## config.mk

```make
export PLATFORM = sky130hd
export DESIGN_NAME = mips_control_fsm
export DESIGN_NICKNAME = d
export VERILOG_FILES = /design/src/rtl/mips_control_fsm_pkg.sv /design/src/rtl/mips_control_fsm_alu_decoder.sv /design/src/rtl/mips_control_fsm.sv
export SDC_FILE = /design/constraint.sdc
export NUM_CORES = 1
export LEC_CHECK = 0
export BUFFER_PORTS_ARGS = -buffer_cell sky130_fd_sc_hd__buf_2
export CORE_AREA = 2 2 40 42
export CTS_CLUSTER_SIZE = 16
export DETAILED_ROUTE_END_ITERATION = 16
export DIE_AREA = 0 0 42 44
export PLACE_DENSITY = 0.82
export SYNTH_ARGS = -nofsm -noshare
export SYNTH_HDL_FRONTEND = slang
export SYNTH_SLANG_ARGS = --single-unit
```

## constraint.sdc

```tcl
create_clock -name clk -period 1.97 [get_ports clk]
set_input_delay 0.0985 -clock clk [delete_from_list [all_inputs] [get_ports clk]]
set_output_delay 0.0985 -clock clk [all_outputs]
set_load 0.05 [all_outputs]
```

## src/rtl/mips_control_fsm_pkg.sv

```systemverilog
// Shared encodings for the multi-cycle MIPS controller: state codes,
// opcode/funct fields, ALUOp classes and ALUControl operations.
package mips_ctrl_pkg;

  typedef enum logic [3:0] {
    FETCH    = 4'd0,
    DECODE   = 4'd1,
    MEMADR   = 4'd2,
    MEMREAD  = 4'd3,
    MEMWB    = 4'd4,
    MEMWRITE = 4'd5,
    EXECUTE  = 4'd6,
    ALUWB    = 4'd7,
    BRANCH   = 4'd8,
    ADDIEXEC = 4'd9,
    ADDIWB   = 4'd10,
    JUMP     = 4'd11
  } state_t;

  // Opcodes (instruction[31:26])
  localparam logic [5:0] OP_RTYPE = 6'b000000;
  localparam logic [5:0] OP_J     = 6'b000010;
  localparam logic [5:0] OP_BEQ   = 6'b000100;
  localparam logic [5:0] OP_ADDI  = 6'b001000;
  localparam logic [5:0] OP_LW    = 6'b100011;
  localparam logic [5:0] OP_SW    = 6'b101011;

  // R-type funct codes (instruction[5:0])
  localparam logic [5:0] FUNCT_ADD = 6'b100000;
  localparam logic [5:0] FUNCT_SUB = 6'b100010;
  localparam logic [5:0] FUNCT_AND = 6'b100100;
  localparam logic [5:0] FUNCT_OR  = 6'b100101;
  localparam logic [5:0] FUNCT_SLT = 6'b101010;

  // ALU operations
  localparam logic [2:0] ALU_AND = 3'b000;
  localparam logic [2:0] ALU_OR  = 3'b001;
  localparam logic [2:0] ALU_ADD = 3'b010;
  localparam logic [2:0] ALU_SUB = 3'b110;
  localparam logic [2:0] ALU_SLT = 3'b111;

  // ALUOp classes from the main FSM to the ALU decoder
  localparam logic [1:0] ALUOP_ADD   = 2'b00;
  localparam logic [1:0] ALUOP_SUB   = 2'b01;
  localparam logic [1:0] ALUOP_FUNCT = 2'b10;

endpackage

```

## src/rtl/mips_control_fsm_alu_decoder.sv

```systemverilog
// ALU decoder: maps the FSM's ALUOp class and the funct field to an ALU operation.
module alu_decoder
  import mips_ctrl_pkg::*;
(
  input  logic [1:0] ALUOp,
  input  logic [5:0] Funct,
  output logic [2:0] ALUControl
);

  // Only ALUOp 10 looks at funct; unknown funct codes fall back to add.
  always_comb begin
    ALUControl = ALU_ADD;
    case (ALUOp)
      ALUOP_ADD: ALUControl = ALU_ADD;
      ALUOP_SUB: ALUControl = ALU_SUB;
      ALUOP_FUNCT: begin
        case (Funct)
          FUNCT_ADD: ALUControl = ALU_ADD;
          FUNCT_SUB: ALUControl = ALU_SUB;
          FUNCT_AND: ALUControl = ALU_AND;
          FUNCT_OR:  ALUControl = ALU_OR;
          FUNCT_SLT: ALUControl = ALU_SLT;
          default:   ALUControl = ALU_ADD;
        endcase
      end
      default: ALUControl = ALU_ADD;
    endcase
  end

endmodule

```

## src/rtl/mips_control_fsm.sv

```systemverilog
// Multi-cycle MIPS controller: state register, next-state logic and Moore
// output decode for every datapath enable and ALU select.
module mips_control_fsm
  import mips_ctrl_pkg::*;
(
  input  logic       clk,
  input  logic       reset,
  input  logic [5:0] Op,
  input  logic [5:0] Funct,
  input  logic       Zero,
  output logic       ALUSrcA,
  output logic [1:0] ALUSrcB,
  output logic [2:0] ALUControl,
  output logic       IorD,
  output logic       MemWrite,
  output logic       IRWrite,
  output logic       RegWrite,
  output logic       RegDst,
  output logic       MemtoReg,
  output logic [1:0] PCSrc,
  output logic       PCEn,
  output logic [3:0] state
);

  state_t     state_q;
  state_t     state_d;
  logic [1:0] aluop;
  logic       pcwrite_raw;
  logic       irwrite_raw;
  logic       branch;

  // State register; reset returns to FETCH immediately.
  always_ff @(posedge clk or posedge reset) begin
    if (reset) state_q <= FETCH;
    else       state_q <= state_d;
  end

  // Next-state sequencing; Op is sampled combinationally in DECODE and MEMADR.
  always_comb begin
    state_d = FETCH;
    case (state_q)
      FETCH:  state_d = DECODE;
      DECODE: begin
        case (Op)
          OP_LW, OP_SW: state_d = MEMADR;
          OP_RTYPE:     state_d = EXECUTE;
          OP_BEQ:       state_d = BRANCH;
          OP_ADDI:      state_d = ADDIEXEC;
          OP_J:         state_d = JUMP;
          default:      state_d = FETCH;
        endcase
      end
      MEMADR: begin
        if (Op == OP_LW)      state_d = MEMREAD;
        else if (Op == OP_SW) state_d = MEMWRITE;
        else                  state_d = FETCH;
      end
      MEMREAD:  state_d = MEMWB;
      EXECUTE:  state_d = ALUWB;
      ADDIEXEC: state_d = ADDIWB;
      default:  state_d = FETCH;
    endcase
  end

  // Moore output decode; anything not named for a state stays 0.
  always_comb begin
    ALUSrcA     = 1'b0;
    ALUSrcB     = 2'b00;
    aluop       = ALUOP_ADD;
    IorD        = 1'b0;
    MemWrite    = 1'b0;
    irwrite_raw = 1'b0;
    RegWrite    = 1'b0;
    RegDst      = 1'b0;
    MemtoReg    = 1'b0;
    PCSrc       = 2'b00;
    pcwrite_raw = 1'b0;
    branch      = 1'b0;
    case (state_q)
      FETCH: begin
        irwrite_raw = 1'b1;
        pcwrite_raw = 1'b1;
        ALUSrcB     = 2'b01;
      end
      DECODE: begin
        ALUSrcB = 2'b11;
      end
      MEMADR: begin
        ALUSrcA = 1'b1;
        ALUSrcB = 2'b10;
      end
      MEMREAD: begin
        IorD = 1'b1;
      end
      MEMWB: begin
        MemtoReg = 1'b1;
        RegWrite = 1'b1;
      end
      MEMWRITE: begin
        IorD     = 1'b1;
        MemWrite = 1'b1;
      end
      EXECUTE: begin
        ALUSrcA = 1'b1;
        aluop   = ALUOP_FUNCT;
      end
      ALUWB: begin
        RegDst   = 1'b1;
        RegWrite = 1'b1;
      end
      BRANCH: begin
        ALUSrcA = 1'b1;
        aluop   = ALUOP_SUB;
        branch  = 1'b1;
        PCSrc   = 2'b01;
      end
      ADDIEXEC: begin
        ALUSrcA = 1'b1;
        ALUSrcB = 2'b10;
      end
      ADDIWB: begin
        RegWrite = 1'b1;
      end
      JUMP: begin
        pcwrite_raw = 1'b1;
        PCSrc       = 2'b10;
      end
      default: ;
    endcase
  end

  // While reset is held the FSM sits in FETCH; its PC/IR enables are masked
  // so nothing is written until the first edge after release.
  assign IRWrite = irwrite_raw & ~reset;
  assign PCEn    = (pcwrite_raw & ~reset) | (branch & Zero);
  assign state   = state_q;

  alu_decoder u_alu_decoder (
    .ALUOp      (aluop),
    .Funct      (Funct),
    .ALUControl (ALUControl)
  );

endmodule

```

==> impl_metrics.yaml, run 1 <==
global_route:
  grt_start_max_net_pins: 18
  grt_overflow_total: 0
  top_usage_layer: "met2"
  met1_usage: 0.213
  antenna_found_initial: 0
  grt_util_met2: 0.403
  first_global_vias: 694
  grt_pass1_wl_um: 2870
  gr-usage-all-layers: 0.209
  use_met3: 0.0125
pwr:
  p_total_w: 0.000878
  vdd_drop_max_v: 0.000588
  p_leak_nw: 0.396
  p_per_area_nw_per_um2: 982
clocking:
  cts_tree: "built"
  clkSinkCount: 4
  clkSlewWorstSetupHoldPaths_ps: 40
  cts-buffers-inserted: 3
  cts.path.max_buffers: 2
  postCtsSetupRepairBufs: 0
  clkLatencyLatePin_ps: 240
  htreeDepth: 1
  clock_tree.root_cell: "clkbuf_4"
detailed_routing:
  vias: 708
  drt_iter0_drc: 6
  routedWlPerCell_um: 12.8
  wl_um: 1700
  dr.pass1.iters: 4
  post-route-drc-count: 0
  viasPerCell: 5.32
  antenna_left: 0
setup_path:
  critical_path.slowest_cell: "dfrtp_2"
  path_class: "flip-flop to output port"
  startpoint_type: "flip-flop"
  endpoint_kind: "output port"
  cp_cell_sequence: "nand2b_4, or3_4, ha_4, nand3b_1, o22ai_4, buf_6"
  worstPathMaxFanout: 2
  critPathArrivalTime_ps: 1940
  slowest_delay_ps: 400
  critPathRequiredTime_ps: 1870
logic_synthesis:
  synth-seq-area-share: 0.184
  syn-num-nets: 94
  ys_ff_latch: 4
  yosys_warnings: 0
  synthCells: 77
  avgSynthCellArea_um2: 7.07
  synth_edf_count: 0
  synthesis.area_um2: 544
  ys_types: 33
  async_reset_ff_frac: 1.00
  yosys_most_used_dff: "dfrtp_1"
sta:
  min_period_over_period: 1.04
  tns_ps: -144
  period_minus_slack_ps: 2040
  finClkSkew_ps: 8.25
  worstMarginPinSlew_ps: 341
  setup_viol_count_final: 2
  grt_setup_unrepaired: "true"
  timing.hold.ws_ps: 178
  setup_slack_ps: -73.0
  slew_headroom: 0.771
  clock.fmax_mhz: 489
  finalMaxSlewViolations: 0
  timing_hold_violations_final: 0
finish:
  drive_above_1_share: 0.521
  n_antenna_cell: 0
  area_growth_pct: 64.1
  multi_input_area_um2: 478
  nFillCells: 128
  largest_reg_flops: 4
  seq_area_um2: 104
  nNetsFinal: 135
placement:
  gp_congestion: 0.835
  post-place-ws_ps: -14.9
  dp_hpwl_um: 1300
  port_buffers: 33
floorplan:
  die_x_um: 42
  core_area_um2: 1420
  die_area_um2: 1850
  start_util: 0.384
  chipHeight_um: 44
  io_pins: 34
  num_rows: 14
min_path:
  hold_path_class: "primary input to flip-flop"
status:
  status: "finished with violations"
  violations: "setup timing"
job:
  cap_violations: 0
[final cells by class]
cell class              instances  area share
inverters                       5      0.0210
well taps                      16      0.0224
repair buffers                 41       0.276
flip-flops and latches          4       0.116
clock buffers                   4      0.0294
multi-input cells              63       0.535
[cell usage in the layout, fill, tap and decap left out, drive strengths merged, types with 3 or more instances in the layout]
| cell type | synthesis | routed |
|---|---|---|
| a21oi | 4 | 4 |
| inv | 5 | 5 |
| o21ai | 6 | 6 |
| nor3 | 3 | 3 |
| buf | 2 | 40 |
| o22ai | 3 | 3 |
| nand3 | 5 | 5 |
| nand2b | 4 | 4 |
| dfrtp | 4 | 4 |
| clkbuf | 3 | 4 |
| nor2 | 9 | 9 |
| nand2 | 3 | 3 |
[where the power goes]
group / switching [W] / internal (W) / leakage [nW]
registers: 0.0000277 / 0.000104 / 0.0490
clock network: 0.0000350 / 0.0000761 / 0.0150
logic: 0.000435 / 0.000200 / 0.333
total: 0.000497 / 0.000380 / 0.396
[worst paths after layout]
check	from	end	slack (ps)	depth (start not counted)
min in group asynchronous	reset	state[0]	330	3
max reg2reg	state[3]	state[2]	140	5
max	state[2]	ALUControl[2]	-70	6
min	Op[4]	state[3]	180	3
max in group asynchronous	reset	state[2]	1440	3
min reg2reg	state[3]	state[0]	640	3
[routing by layer]
metal / vias up / routed length (µm)
met5: - / 0
met4: 0 / 34
met3: 2 / 59
met2: 19 / 946
met1: 325 / 660
li1: 362 / -
[critical path, delay by kind of cell (launching register included)]
kind | cells | cell delay [ps]
buf+inv | 1 | 180
fa+ha+maj | 1 | 230
simple gates | 3 | 740
flops | 1 | 400
compound gates | 1 | 160
[Yosys cell counts (all sizes together) (3+ instances only)]
cell    count  area, µm²
a21oi       4       20.0
clkbuf      3       11.3
dfrtp       4        100
inv         5       18.8
nand2       3       11.3
nand2b      4       25.0
nand3       5       25.0
nor2        9       33.8
nor3        3       15.0
o21ai       6       30.0
o22ai       3       18.8
[what timing repair did]
item,CTS,global route
gates resized for setup,9,1
pin swaps,3,0
endpoints found under the setup margin,3,3
hold buffers,1,0
endpoints found under the hold margin,4,0
[per-stage QoR]
| step | util | std cells | instance area (µm²) |
|---|---|---|---|
| floorplan | - | 77 | 611 |
| global placement | 0.577 | 128 | 818 |
| detailed placement | 0.577 | 128 | 818 |
| CTS | 0.630 | 133 | 893 |
| global route | 0.630 | 133 | 893 |
| finish | 0.630 | 133 | 893 |
[cells by family (layout without fill, tap and decap cells)]
logic type / Yosys count / count (layout) / synth area share
simple gates: 38 / 38 / 0.405
buf+inv: 10 / 50 / 0.0713
flops: 4 / 4 / 0.184
compound gates: 18 / 18 / 0.209
xor+xnor: 4 / 4 / 0.0644
mux: 1 / 1 / 0.0207
fa+ha+maj: 2 / 2 / 0.0460
(Power assumes the default switching activity.)
==> run 2, diff against run 1 <==
==> constraint.sdc (replaced) <==
create_clock -name clk -period 1.97 [get_ports clk]
set_input_delay 0.0985 -clock clk [delete_from_list [all_inputs] [get_ports clk]]
set_output_delay 0.0985 -clock clk [all_outputs]
set_load 0.01 [all_outputs]
==> impl_metrics.yaml, run 2 (synthesized netlist as in run 1, its figures left out) <==
clocking:
  cts_tree: "built"
  clkLatencyLatePin_ps: 230
  htreeDepth: 1
  clock_tree.root_cell: "clkbuf_4"
  cts-buffers-inserted: 3
  clkSinkCount: 4
  cts.path.max_buffers: 2
  clkSlewWorstSetupHoldPaths_ps: 40
detailed_routing:
  routedWlPerCell_um: 11.8
  antenna_left: 0
  viasPerCell: 5.24
  vias: 708
  drt_iter0_drc: 9
  post-route-drc-count: 0
  dr.pass1.iters: 4
  wl_um: 1590
sta:
  min_period_over_period: 0.949
  worstMarginPinSlew_ps: 385
  period_minus_slack_ps: 1870
  timing_hold_violations_final: 0
  finClkSkew_ps: 1.41
  setup_viol_count_final: 0
  grt_setup_unrepaired: "true"
  slew_headroom: 0.741
  clock.fmax_mhz: 535
  finalMaxSlewViolations: 0
  timing.hold.ws_ps: 225
setup_path:
  endpoint_kind: "output port"
  timing.rr.start: "state[2]"
  path_class: "flip-flop to output port"
  startpoint_type: "flip-flop"
  reg2reg_slack_ps: 120
  critPathRequiredTime_ps: 1870
  crit_start: "state[1]"
  worstPathMaxFanout: 10
  reg2regPathDepth: 6
  r2r-end: "state[2]"
  critPathArrivalTime_ps: 1770
min_path:
  hold_path.startpoint: "Op[3]"
  hold_path_class: "primary input to flip-flop"
  whs_path_depth: 2
  worstHoldEndpoint: "state[2]"
finish:
  nNetsFinal: 138
  drive_above_1_share: 0.496
  largest_reg_flops: 4
  stdcell_area_um2: 857
  n_antenna_cell: 0
  layout.cells.most_common: "buf_2"
  final_cell_mix: "buf_2 (33), buf_4 (10), nor2_1 (8)"
  fin_util: 0.604
  nFillCells: 127
  area_growth_pct: 57.5
placement:
  place_area_um2: 754
  dp_hpwl_um: 1270
  gp_congestion: 0.809
  port_buffers: 33
floorplan:
  die_area_um2: 1850
  die_x_um: 42
  start_util: 0.384
  io_pins: 34
  core_area_um2: 1420
  chipHeight_um: 44
  num_rows: 14
global_route:
  grt_start_max_net_pins: 11
  gr-usage-all-layers: 0.183
  antenna_found_initial: 0
  grt_overflow_total: 0
  grt_pass1_wl_um: 2650
  first_global_vias: 630
pwr:
  p_per_area_nw_per_um2: 731
  power_frac_comb: 0.623
  intPower_w: 0.000353
  vdd_drop_max_v: 0.000496
  p_leak_nw: 0.402
  p_clk_frac: 0.154
  switching_share: 0.436
  power_switching_w: 0.000273
  pwr-share-seq: 0.223
status:
  status: "completed"
job:
  cap_violations: 0
## run 2: cell count changes in the layout (fill, tap and decap cells not counted), sizes merged
cell / previous run / this run
clkbuf: 4 / 3
buf: 40 / 43
## run 2: per-stage QoR
step / setup WS (ps) / TNS, ps / power (W) / cells
floorplan: 147 / 0 / 0.000344 / 77
global placement: 210 / 0 / 0.000482 / 127
finish: 101 / 0 / 0.000626 / 135
detailed placement: 182 / 0 / 0.000494 / 127
CTS: 57.5 / 0 / 0.000610 / 134
global route: -26.1 / -26.1 / 0.000677 / 135
## run 2: power by group through the flow
stage	combinational, W	clock [W]	sequential (W)
floorplan	0.000215	0	0.000129
global placement	0.000352	0	0.000131
detailed placement	0.000362	0	0.000132
CTS	0.000377	0.000102	0.000131
global route	0.000428	0.000104	0.000145
finish	0.000390	0.0000966	0.000140
## run 2: what timing repair did
item	4_1_cts	5_1_grt
gates resized for setup	3	7
hold buffers	1	0
pin swaps	1	2
setup buffers	3	1
endpoints found under the setup margin	3	3
endpoints found under the hold margin	4	0
## run 2: routing by layer
layer	global-route usage	routed length [µm]	vias up
met4	0.0387	0	0
met2	0.325	782	31
li1	-	-	363
met1	0.222	674	314
met3	0.0500	132	0
met5	0	0	-
## run 2: critical path, stage by stage, from the launching register on
cell and delay, ps:
dfrtp_2 460, or3_4 410, ha_4 230, nand3b_1 180, o22ai_1 110, buf_2 150
## run 2: how the worst max path moves through the flow
stage,end,slack (ps),cells after the start
global route,ALUControl[2],-30,6
global placement,ALUControl[2],210,6
detailed placement,ALUControl[2],180,6
finish,ALUControl[2],100,5
CTS,ALUControl[2],60,6
floorplan,ALUControl[2],150,5
## run 2: final cells by class
class	instances	area [µm²]	area share
Multi-Input combinational cell	63	442	0.515
Timing Repair Buffer	44	250	0.292
Sequential cell	4	104	0.121
Clock buffer	3	22.5	0.0263
Tap cell	16	20.0	0.0234
Inverter	5	18.8	0.0219
